$ cat config.mk
export PLATFORM = sky130hd
export DESIGN_NAME = alu_arbiter
export DESIGN_NICKNAME = d
export VERILOG_FILES = /design/src/rtl/alu_arbiter.sv
export SDC_FILE = /design/constraint.sdc
export NUM_CORES = 1
export LEC_CHECK = 0
export ABC_AREA = 1
export CORE_ASPECT_RATIO = 1.1
export CORE_MARGIN = 2
export CORE_UTILIZATION = 35
export DETAILED_ROUTE_END_ITERATION = 10
export PLACE_DENSITY = 0.78
export REMOVE_ABC_BUFFERS = 1
export SLEW_MARGIN = 15
export SYNTH_ARGS = -nofsm -noshare
export SYNTH_HDL_FRONTEND = slang
export SYNTH_SLANG_ARGS = --single-unit
$ cat constraint.sdc
create_clock -name clk -period 1.45 [get_ports clk]
set_clock_uncertainty 0.15 [all_clocks]
set_input_delay 0.2175 -clock clk [delete_from_list [all_inputs] [get_ports clk]]
set_output_delay 0.2175 -clock clk [all_outputs]
set_load 0.02 [all_outputs]
$ cat src/rtl/alu_arbiter.sv
// Shares one combinational ALU between NREQ requesters. Each operation is accepted
// over valid/ready, executed for one cycle and returned on a tagged response channel.
// Define ALU_ARB_RR_EN for round-robin arbitration; the default build uses fixed priority.
module alu_arbiter #(
  parameter int NREQ = 2,
  parameter int IDW  = $clog2(NREQ)
) (
  input  logic                 clk,
  input  logic                 rst_n,
  input  logic [NREQ-1:0]      req_valid,
  output logic [NREQ-1:0]      req_ready,
  input  logic [4*NREQ-1:0]    req_ctrl,
  input  logic [32*NREQ-1:0]   req_a,
  input  logic [32*NREQ-1:0]   req_b,
  output logic [3:0]           alu_ctrl,
  output logic [31:0]          alu_a,
  output logic [31:0]          alu_b,
  input  logic [31:0]          alu_do,
  input  logic                 alu_zero,
  input  logic                 alu_ovf,
  output logic                 rsp_valid,
  input  logic                 rsp_ready,
  output logic [IDW-1:0]       rsp_id,
  output logic [31:0]          rsp_data,
  output logic                 rsp_zero,
  output logic                 rsp_ovf
);

  typedef enum logic [1:0] {IDLE, EXEC, RESP} state_t;

  state_t           state_reg, state_next;
  logic [3:0]       ctrl_arr [NREQ];
  logic [31:0]      a_arr    [NREQ];
  logic [31:0]      b_arr    [NREQ];
  logic             grant_ok;
  logic             handshake;
  logic [IDW-1:0]   winner;

  logic [3:0]       op_ctrl_reg;
  logic [31:0]      op_a_reg, op_b_reg;
  logic [IDW-1:0]   op_id_reg;
  logic [IDW-1:0]   rsp_id_reg;
  logic [31:0]      rsp_data_reg;
  logic             rsp_zero_reg, rsp_ovf_reg;

  // A new grant may overlap the cycle in which the held response is consumed.
  assign grant_ok  = (state_reg == IDLE) || ((state_reg == RESP) && rsp_ready);
  assign handshake = |req_ready;

  generate
    for (genvar gi = 0; gi < NREQ; gi++) begin : g_req
      assign ctrl_arr[gi]  = req_ctrl[4*gi +: 4];
      assign a_arr[gi]     = req_a[32*gi +: 32];
      assign b_arr[gi]     = req_b[32*gi +: 32];
      assign req_ready[gi] = rst_n && grant_ok && req_valid[gi] && (winner == IDW'(gi));
    end
  endgenerate

`ifdef ALU_ARB_RR_EN
  logic [IDW-1:0] last_grant_reg;
  int             idx;

  // Scan offsets from farthest to nearest so the nearest valid requester wins.
  always_comb begin
    winner = last_grant_reg;
    idx    = 0;
    for (int k = NREQ; k >= 1; k--) begin
      idx = (int'(last_grant_reg) + k) % NREQ;
      if (req_valid[idx]) winner = IDW'(idx);
    end
  end

  always_ff @(posedge clk or negedge rst_n) begin
    if (!rst_n)         last_grant_reg <= IDW'(NREQ - 1);
    else if (handshake) last_grant_reg <= winner;
  end
`else
  always_comb begin
    winner = '0;
    for (int i = NREQ - 1; i >= 0; i--) begin
      if (req_valid[i]) winner = IDW'(i);
    end
  end
`endif

  always_comb begin
    state_next = state_reg;
    case (state_reg)
      IDLE:    if (handshake) state_next = EXEC;
      EXEC:    state_next = RESP;
      RESP:    if (rsp_ready) state_next = handshake ? EXEC : IDLE;
      default: state_next = IDLE;
    endcase
  end

  always_ff @(posedge clk or negedge rst_n) begin
    if (!rst_n) begin
      state_reg    <= IDLE;
      op_ctrl_reg  <= '0;
      op_a_reg     <= '0;
      op_b_reg     <= '0;
      op_id_reg    <= '0;
      rsp_id_reg   <= '0;
      rsp_data_reg <= '0;
      rsp_zero_reg <= 1'b0;
      rsp_ovf_reg  <= 1'b0;
    end else begin
      state_reg <= state_next;
      if (handshake) begin
        op_ctrl_reg <= ctrl_arr[winner];
        op_a_reg    <= a_arr[winner];
        op_b_reg    <= b_arr[winner];
        op_id_reg   <= winner;
      end
      if (state_reg == EXEC) begin
        rsp_id_reg   <= op_id_reg;
        rsp_data_reg <= alu_do;
        rsp_zero_reg <= alu_zero;
        rsp_ovf_reg  <= alu_ovf;
      end
    end
  end

  assign alu_ctrl  = op_ctrl_reg;
  assign alu_a     = op_a_reg;
  assign alu_b     = op_b_reg;
  assign rsp_valid = (state_reg == RESP);
  assign rsp_id    = rsp_id_reg;
  assign rsp_data  = rsp_data_reg;
  assign rsp_zero  = rsp_zero_reg;
  assign rsp_ovf   = rsp_ovf_reg;

endmodule
; ---- After elaboration in Yosys (flattened, before gate mapping)
; Index checks and enable logic that the tools add are counted.
[classes]
order_cmp = 1
n_eq_ne = 4
n_mux = 15
bitwise = 2
reduce_logical = 10
[op_table]
columns = operator, count
row1 = $mux 32, 6
row2 = $mux 4, 3
row3 = $logic_and 1x1->1, 6
row4 = $pmux 2 s3, 1
row5 = $mux 2, 2
row6 = $mux 1, 3
row7 = $eq 2x1->1 const B, 1
row8 = $eq 2x2->1 const B, 1
row9 = $ge 2x2->1 const B, 1
row10 = $logic_not 2->1, 1
row11 = $ne 2x1->1 const B, 1
row12 = $ne 2x2->1 const B, 1
row13 = $not 1->2, 1
row14 = $reduce_and 2->1, 1
row15 = $reduce_or 2->1, 1
row16 = $logic_or 1x1->1, 1
row17 = $not 1->1, 1
[word_totals]
register_bits = 106
output_inout_bits = 106
wordCells = 41

; ---- Depth between registers and ports, before layout
[logic_depth]
word_depth = 10
depth_mapped = 9

; ---- Worst setup path before layout
; No wires, ideal clock.
[synth_timing]
path_kind = flip-flop to flip-flop
from = register state_reg[0]
to = register op_a_reg[0], in the netlist alu_a[0]
setup_time_ns = 0.116
arrival_time_ns = 1.175
path_slack_ns = 0.008
stages_incl_launch_ff = 8
synth_period_minus_slack_ns = 1.442
path_cell_list = dfrtp_1 > buf_2 > nor2_4 > o211ai_2 > buf_2 > buf_2 > nand2_1 > nand2_1
[synth_via]
elab_chain_len = 7
elab_cells_between_ends = 10
[synth_lines]
columns = element, line_no
row1 = start: declaration, 31  ; state_t state_reg, state_next;
row2 = start signal: assignment, 108  ; state_reg <= state_next;
row3 = $eq 2x2->1, 47  ; assign grant_ok = (state_reg == IDLE) || ((state_reg == RESP) && rsp_ready);
row4 = $logic_and 1x1->1, 47
row5 = $logic_or 1x1->1 *, 47
row6 = $logic_and 1x1->1 *, 55  ; assign req_ready[gi] = rst_n && grant_ok && req_valid[gi] && (winner == IDW'(gi));
row7 = $logic_and 1x1->1 (2 in series), 55
row8 = $reduce_or 2->1 *, 48  ; assign handshake = |req_ready;
row9 = end signal: assignment, 111  ; op_a_reg <= a_arr[winner];
row10 = end: declaration, 40  ; logic [31:0] op_a_reg, op_b_reg;
; Every way passes the cells marked *; elsewhere a longest branch is shown, timed or not.
; A chain may end at the register's enable or synchronous reset.

; ---- Worst setup path in the final report
[layout_timing]
from = register state_reg[0]
to = output port req_ready[0]
[layout_via]
elab_chain_len = 6
elab_cells_between_ends = 7
[layout_lines]
columns = element, line_no
row1 = $eq 2x2->1, 47
row2 = $logic_and 1x1->1, 47
row3 = $logic_or 1x1->1 *, 47
row4 = $logic_and 1x1->1 * (3 in series), 55
row5 = end: declaration, 11  ; output logic [NREQ-1:0] req_ready,
; Marks and branches as above.

==> report_table.html <==
<table>
<tr><th>Metric</th><th>Value</th></tr>
<tr><th colspan="2">Run status</th></tr>
<tr><td>Outcome</td><td>complete, but fails checks</td></tr>
<tr><td>Violated checks</td><td>negative setup slack</td></tr>
<tr><th colspan="2">Logic synthesis</th></tr>
<tr><td>Commonest cells post-synth</td><td>sky130_fd_sc_hd__nand2_1 (481), sky130_fd_sc_hd__dfrtp_1 (106), sky130_fd_sc_hd__nand3_1 (36)</td></tr>
<tr><td>Post-synthesis instance total</td><td>676</td></tr>
<tr><td>Simple-gate portion of the synthesized area</td><td>41.2%</td></tr>
<tr><td>Async SR Flop Fraction</td><td>100%</td></tr>
<tr><td>Number of synthesized flops with an enable pin</td><td>0</td></tr>
<tr><td>Synth warnings</td><td>0</td></tr>
<tr><td>Count of unique library cells instantiated by Yosys</td><td>15</td></tr>
<tr><td>Prevailing post-synth register cell</td><td>sky130_fd_sc_hd__dfrtp_1</td></tr>
<tr><td>Library cell with the largest summed area after synthesis</td><td>sky130_fd_sc_hd__dfrtp_1</td></tr>
<tr><td>Mux contribution to synthesized area</td><td>0%</td></tr>
<tr><td>FF+latch count, synth</td><td>106</td></tr>
<tr><td>Fraction of synthesized cell area taken by the top area cell type</td><td>54.2%</td></tr>
<tr><td>Proportion of synthesized chip area in sequential cells</td><td>54.2%</td></tr>
<tr><td>Cell types with the largest area share after synthesis</td><td>sky130_fd_sc_hd__dfrtp_1 (54%), sky130_fd_sc_hd__nand2_1 (37%), sky130_fd_sc_hd__nand3_1 (3.7%), sky130_fd_sc_hd__buf_2 (1.5%), sky130_fd_sc_hd__clkbuf_1 (1.4%)</td></tr>
<tr><td>Xor/xnor cell area share of the yosys netlist</td><td>0%</td></tr>
<tr><td>Synthesized cell area</td><td>between 4000 and 5000 um2</td></tr>
<tr><td>Library cell with the highest instance count after synthesis</td><td>sky130_fd_sc_hd__nand2_1</td></tr>
<tr><td>Fraction of the mapped netlist area in compound gates</td><td>0.460%</td></tr>
<tr><td>Post-Synthesis Mean Instance Area</td><td>about 7.2 um2</td></tr>
<tr><td>Fraction of the mapped netlist area in adder cells</td><td>0%</td></tr>
<tr><td>Combinational family with the most area after synthesis</td><td>simple AND/OR/NAND/NOR gates</td></tr>
<tr><th colspan="2">Cells and area</th></tr>
<tr><td>Fin cells</td><td>roughly 1200</td></tr>
<tr><td>Count of fill cells added during filler insertion</td><td>1235</td></tr>
<tr><td>Final design instance area without fill</td><td>8660 um2</td></tr>
<tr><td>Share of post-route cells with drive strength above 1</td><td>7.98%</td></tr>
<tr><td>Utilization after layout</td><td>63.1%</td></tr>
<tr><td>Final-stage net count</td><td>1147</td></tr>
<tr><td>Area Overhead vs Synth</td><td>76.9%</td></tr>
<tr><th colspan="2">Timing</th></tr>
<tr><td>Worst hold slack across all endpoints</td><td>0.0334 ns</td></tr>
<tr><td>Slew HR</td><td>43.3%</td></tr>
<tr><td>Fin crit period</td><td>1.60 ns</td></tr>
<tr><td>Hold Fails Final Rpt</td><td>0</td></tr>
<tr><td>Final cycle utilization of the critical path</td><td>110%</td></tr>
<tr><td>Final number of max-transition violations</td><td>0</td></tr>
<tr><td>Peak Freq</td><td>625 MHz</td></tr>
<tr><td>Least setup slack across all paths after layout</td><td>-0.150 ns</td></tr>
<tr><td>Final number of setup-violating endpoints</td><td>71</td></tr>
<tr><td>Transition time of the tightest slew-check pin</td><td>about 0.85 ns</td></tr>
<tr><td>RSZ-0062 raised after global routing</td><td>true</td></tr>
<tr><td>Setup_tns</td><td>-6.14 ns</td></tr>
<tr><th colspan="2">Global routing</th></tr>
<tr><td>Number of antenna violations at the first check in global routing</td><td>1</td></tr>
<tr><td>Pin count of the biggest net entering global routing</td><td>68</td></tr>
<tr><td>Aggregate global routing overflow</td><td>0</td></tr>
<tr><td>Number of global-route vias before repair</td><td>5034</td></tr>
<tr><td>Wire length of the first global-routing pass</td><td>25700 um</td></tr>
<tr><td>Total Routing Usage GR</td><td>22.4%</td></tr>
<tr><th colspan="2">Placement</th></tr>
<tr><td>DP Area</td><td>8040 um2</td></tr>
<tr><td>Detailed-placement wirelength estimate</td><td>11400 um</td></tr>
<tr><td>Buffers added on ports</td><td>280</td></tr>
<tr><td>GPL Wtd Cong</td><td>approximately 0.79</td></tr>
<tr><td>Count of placed standard cells including taps</td><td>1129</td></tr>
<tr><td>Worst slack after detailed placement</td><td>-0.622 ns</td></tr>
<tr><th colspan="2">Detailed routing</th></tr>
<tr><td>Met3 wirelength from detailed routing</td><td>1640 um</td></tr>
<tr><td>Routed Wire Length</td><td>17200 um</td></tr>
<tr><td>Drc violations</td><td>0</td></tr>
<tr><td>Sum of met2 wire segment lengths after detailed routing</td><td>8260 um</td></tr>
<tr><td>Top layer in use</td><td>met4</td></tr>
<tr><td>Number of DRC violations after detailed-routing iteration 0</td><td>370</td></tr>
<tr><td>Detailed-routing iteration count for the pre-antenna-repair pass</td><td>4</td></tr>
<tr><td>Detail-routed via count per cell</td><td>4.56</td></tr>
<tr><td>Number of vias in the routed layout</td><td>5322</td></tr>
<tr><td>Met1 WL</td><td>just under 7000 um</td></tr>
<tr><td>Post-detailed-route wirelength per cell</td><td>roughly 15 um</td></tr>
<tr><td>Routed Antenna Nets</td><td>0</td></tr>
<tr><th colspan="2">Setup path</th></tr>
<tr><td>Maximum fanout along the worst path</td><td>3</td></tr>
<tr><td>Category of the critical setup timing path</td><td>reg2out</td></tr>
<tr><td>Arrival time of the worst setup path</td><td>1.23 ns</td></tr>
<tr><td>CP endpoint kind</td><td>output port</td></tr>
<tr><td>Startpoint Class</td><td>flip-flop</td></tr>
<tr><td>Required time of the critical path</td><td>1.08 ns</td></tr>
<tr><th colspan="2">Power and ir drop</th></tr>
<tr><td>Internal power of the cells</td><td>a little over 7 mW</td></tr>
<tr><td>Power per cell area</td><td>1300 nW/um2</td></tr>
<tr><td>Power share of the combinational group</td><td>41.1%</td></tr>
<tr><td>Clock group share of total power</td><td>21.3%</td></tr>
<tr><td>Total Power Consumption</td><td>between 10 and 15 mW</td></tr>
<tr><td>Sw power</td><td>between 4 and 5 mW</td></tr>
<tr><td>Leakage power figure</td><td>4.61 nW</td></tr>
<tr><td>Sw Share</td><td>between 30 and 40%</td></tr>
<tr><td>Worst ir drop on vdd</td><td>about 0.00051 V</td></tr>
<tr><td>Proportion of power drawn by flip-flops and latches</td><td>a little under two fifths</td></tr>
<tr><th colspan="2">Clocking</th></tr>
<tr><td>Cts bufs inserted</td><td>9</td></tr>
<tr><td>Clock tree from TritonCTS</td><td>yes</td></tr>
<tr><td>Buffer levels on the longest clock path</td><td>2</td></tr>
<tr><td>Clock tree root driver cell</td><td>sky130_fd_sc_hd__clkbuf_16</td></tr>
<tr><td>Clock input transition at the sequential cells of the worst setup and hold paths</td><td>0.07 ns</td></tr>
<tr><td>CTS HTree Levels</td><td>3</td></tr>
<tr><td>Worst-Skew Late Latency</td><td>roughly 0.34 ns</td></tr>
<tr><td>CTS Sinks</td><td>106</td></tr>
<tr><th colspan="2">Floorplan</th></tr>
<tr><td>Std-Cell Core Area</td><td>13700 um2</td></tr>
<tr><td>Initial core utilization</td><td>between 30% and 40%</td></tr>
<tr><td>Die height</td><td>128 um</td></tr>
<tr><td>I/O pin total</td><td>281</td></tr>
<tr><td>Die width</td><td>117 um</td></tr>
<tr><td># rows</td><td>45</td></tr>
<tr><td>Die footprint</td><td>about 15000 um2</td></tr>
<tr><th colspan="2">Hold path</th></tr>
<tr><td>Hold crit path type</td><td>in2async</td></tr>
<tr><th colspan="2">Flow run</th></tr>
<tr><td>Total of max-cap violations</td><td>0</td></tr>
</table>
worst max-delay path: stages (launching register included):
cell	delay [ns]
sky130_fd_sc_hd__dfrtp_1	0.42
sky130_fd_sc_hd__nor2_4	0.19
sky130_fd_sc_hd__nand3_2	0.10
sky130_fd_sc_hd__inv_2	0.08
sky130_fd_sc_hd__buf_6	0.11
area by class of cell:
class	count	area, um2	share of cell area [%]
timing repair buffer	323	3350	38.7
clock inverter	5	55.1	0.636
tap	188	235	2.72
antenna	1	2.50	0.0289
inverter	8	32.5	0.376
clock buffer	11	233	2.69
multi-input combinational	524	2100	24.2
sequential	106	2650	30.6
metal layers:
metal	track usage, %	vias to the layer above
met5	0	-
met4	8.86	0
met3	6.81	31
met2	38.0	232
met1	26.4	2417
li1	-	2642
cell families (layout without fill, tap and decap cells):
group | count (synthesis) | count (layout)
buffers and inverters | 46 | 347
other | 0 | 1
AND/OR/NAND/NOR | 521 | 521
flip-flops | 106 | 106
AO/OA/AOI/OAI | 3 | 3
repair_timing:
item,4_1_cts,5_1_grt
pin swaps,3,4
endpoints found under the hold margin,39,0
buffers inserted,6,7
gates cloned,6,2
setup endpoints to repair,176,135
hold buffers,1,0
resized for setup,142,54
layout by cell type (no fill, tap or decap), types with 3 or more instances in the layout:
cell,instances
sky130_fd_sc_hd__buf_12,8
sky130_fd_sc_hd__buf_16,3
sky130_fd_sc_hd__buf_4,21
sky130_fd_sc_hd__buf_6,7
sky130_fd_sc_hd__bufbuf_16,4
sky130_fd_sc_hd__clkbuf_16,11
sky130_fd_sc_hd__clkbuf_2,3
sky130_fd_sc_hd__clkdlybuf4s15_1,40
sky130_fd_sc_hd__clkdlybuf4s50_1,171
sky130_fd_sc_hd__dfrtp_1,106
sky130_fd_sc_hd__dlygate4sd2_1,62
sky130_fd_sc_hd__inv_1,3
sky130_fd_sc_hd__inv_2,4
sky130_fd_sc_hd__nand2_1,479
sky130_fd_sc_hd__nand3_1,34
sky130_fd_sc_hd__nor2_4,3
power by group through the flow:
stage | Combinational (mW) | Clock [mW] | Sequential (mW)
floorplan | 1.04 | 0 | 5.35
global placement | 4.86 | 0 | 4.27
detailed placement | 4.93 | 0 | 4.29
CTS | 4.54 | 2.45 | 4.22
global route | 5.03 | 2.58 | 4.33
finish | 4.63 | 2.40 | 4.24
worst paths after layout:
kind	cells past startpoint	start	end	slack, ns
setup reg to reg	7	state_reg[0]	alu_b[31]	-0.13
hold reg to reg	2	rsp_data[12]	rsp_data[12]	0.32
max in group asynchronous	4	rst_n	alu_a[7]	0.36
hold / removal	3	rst_n	rsp_data[2]	0.03
setup / recovery	4	state_reg[0]	req_ready[0]	-0.15
min in group clk	6	rst_n	op_id_reg	0.27
No activity file was read; power rests on OpenSTA's default activity.
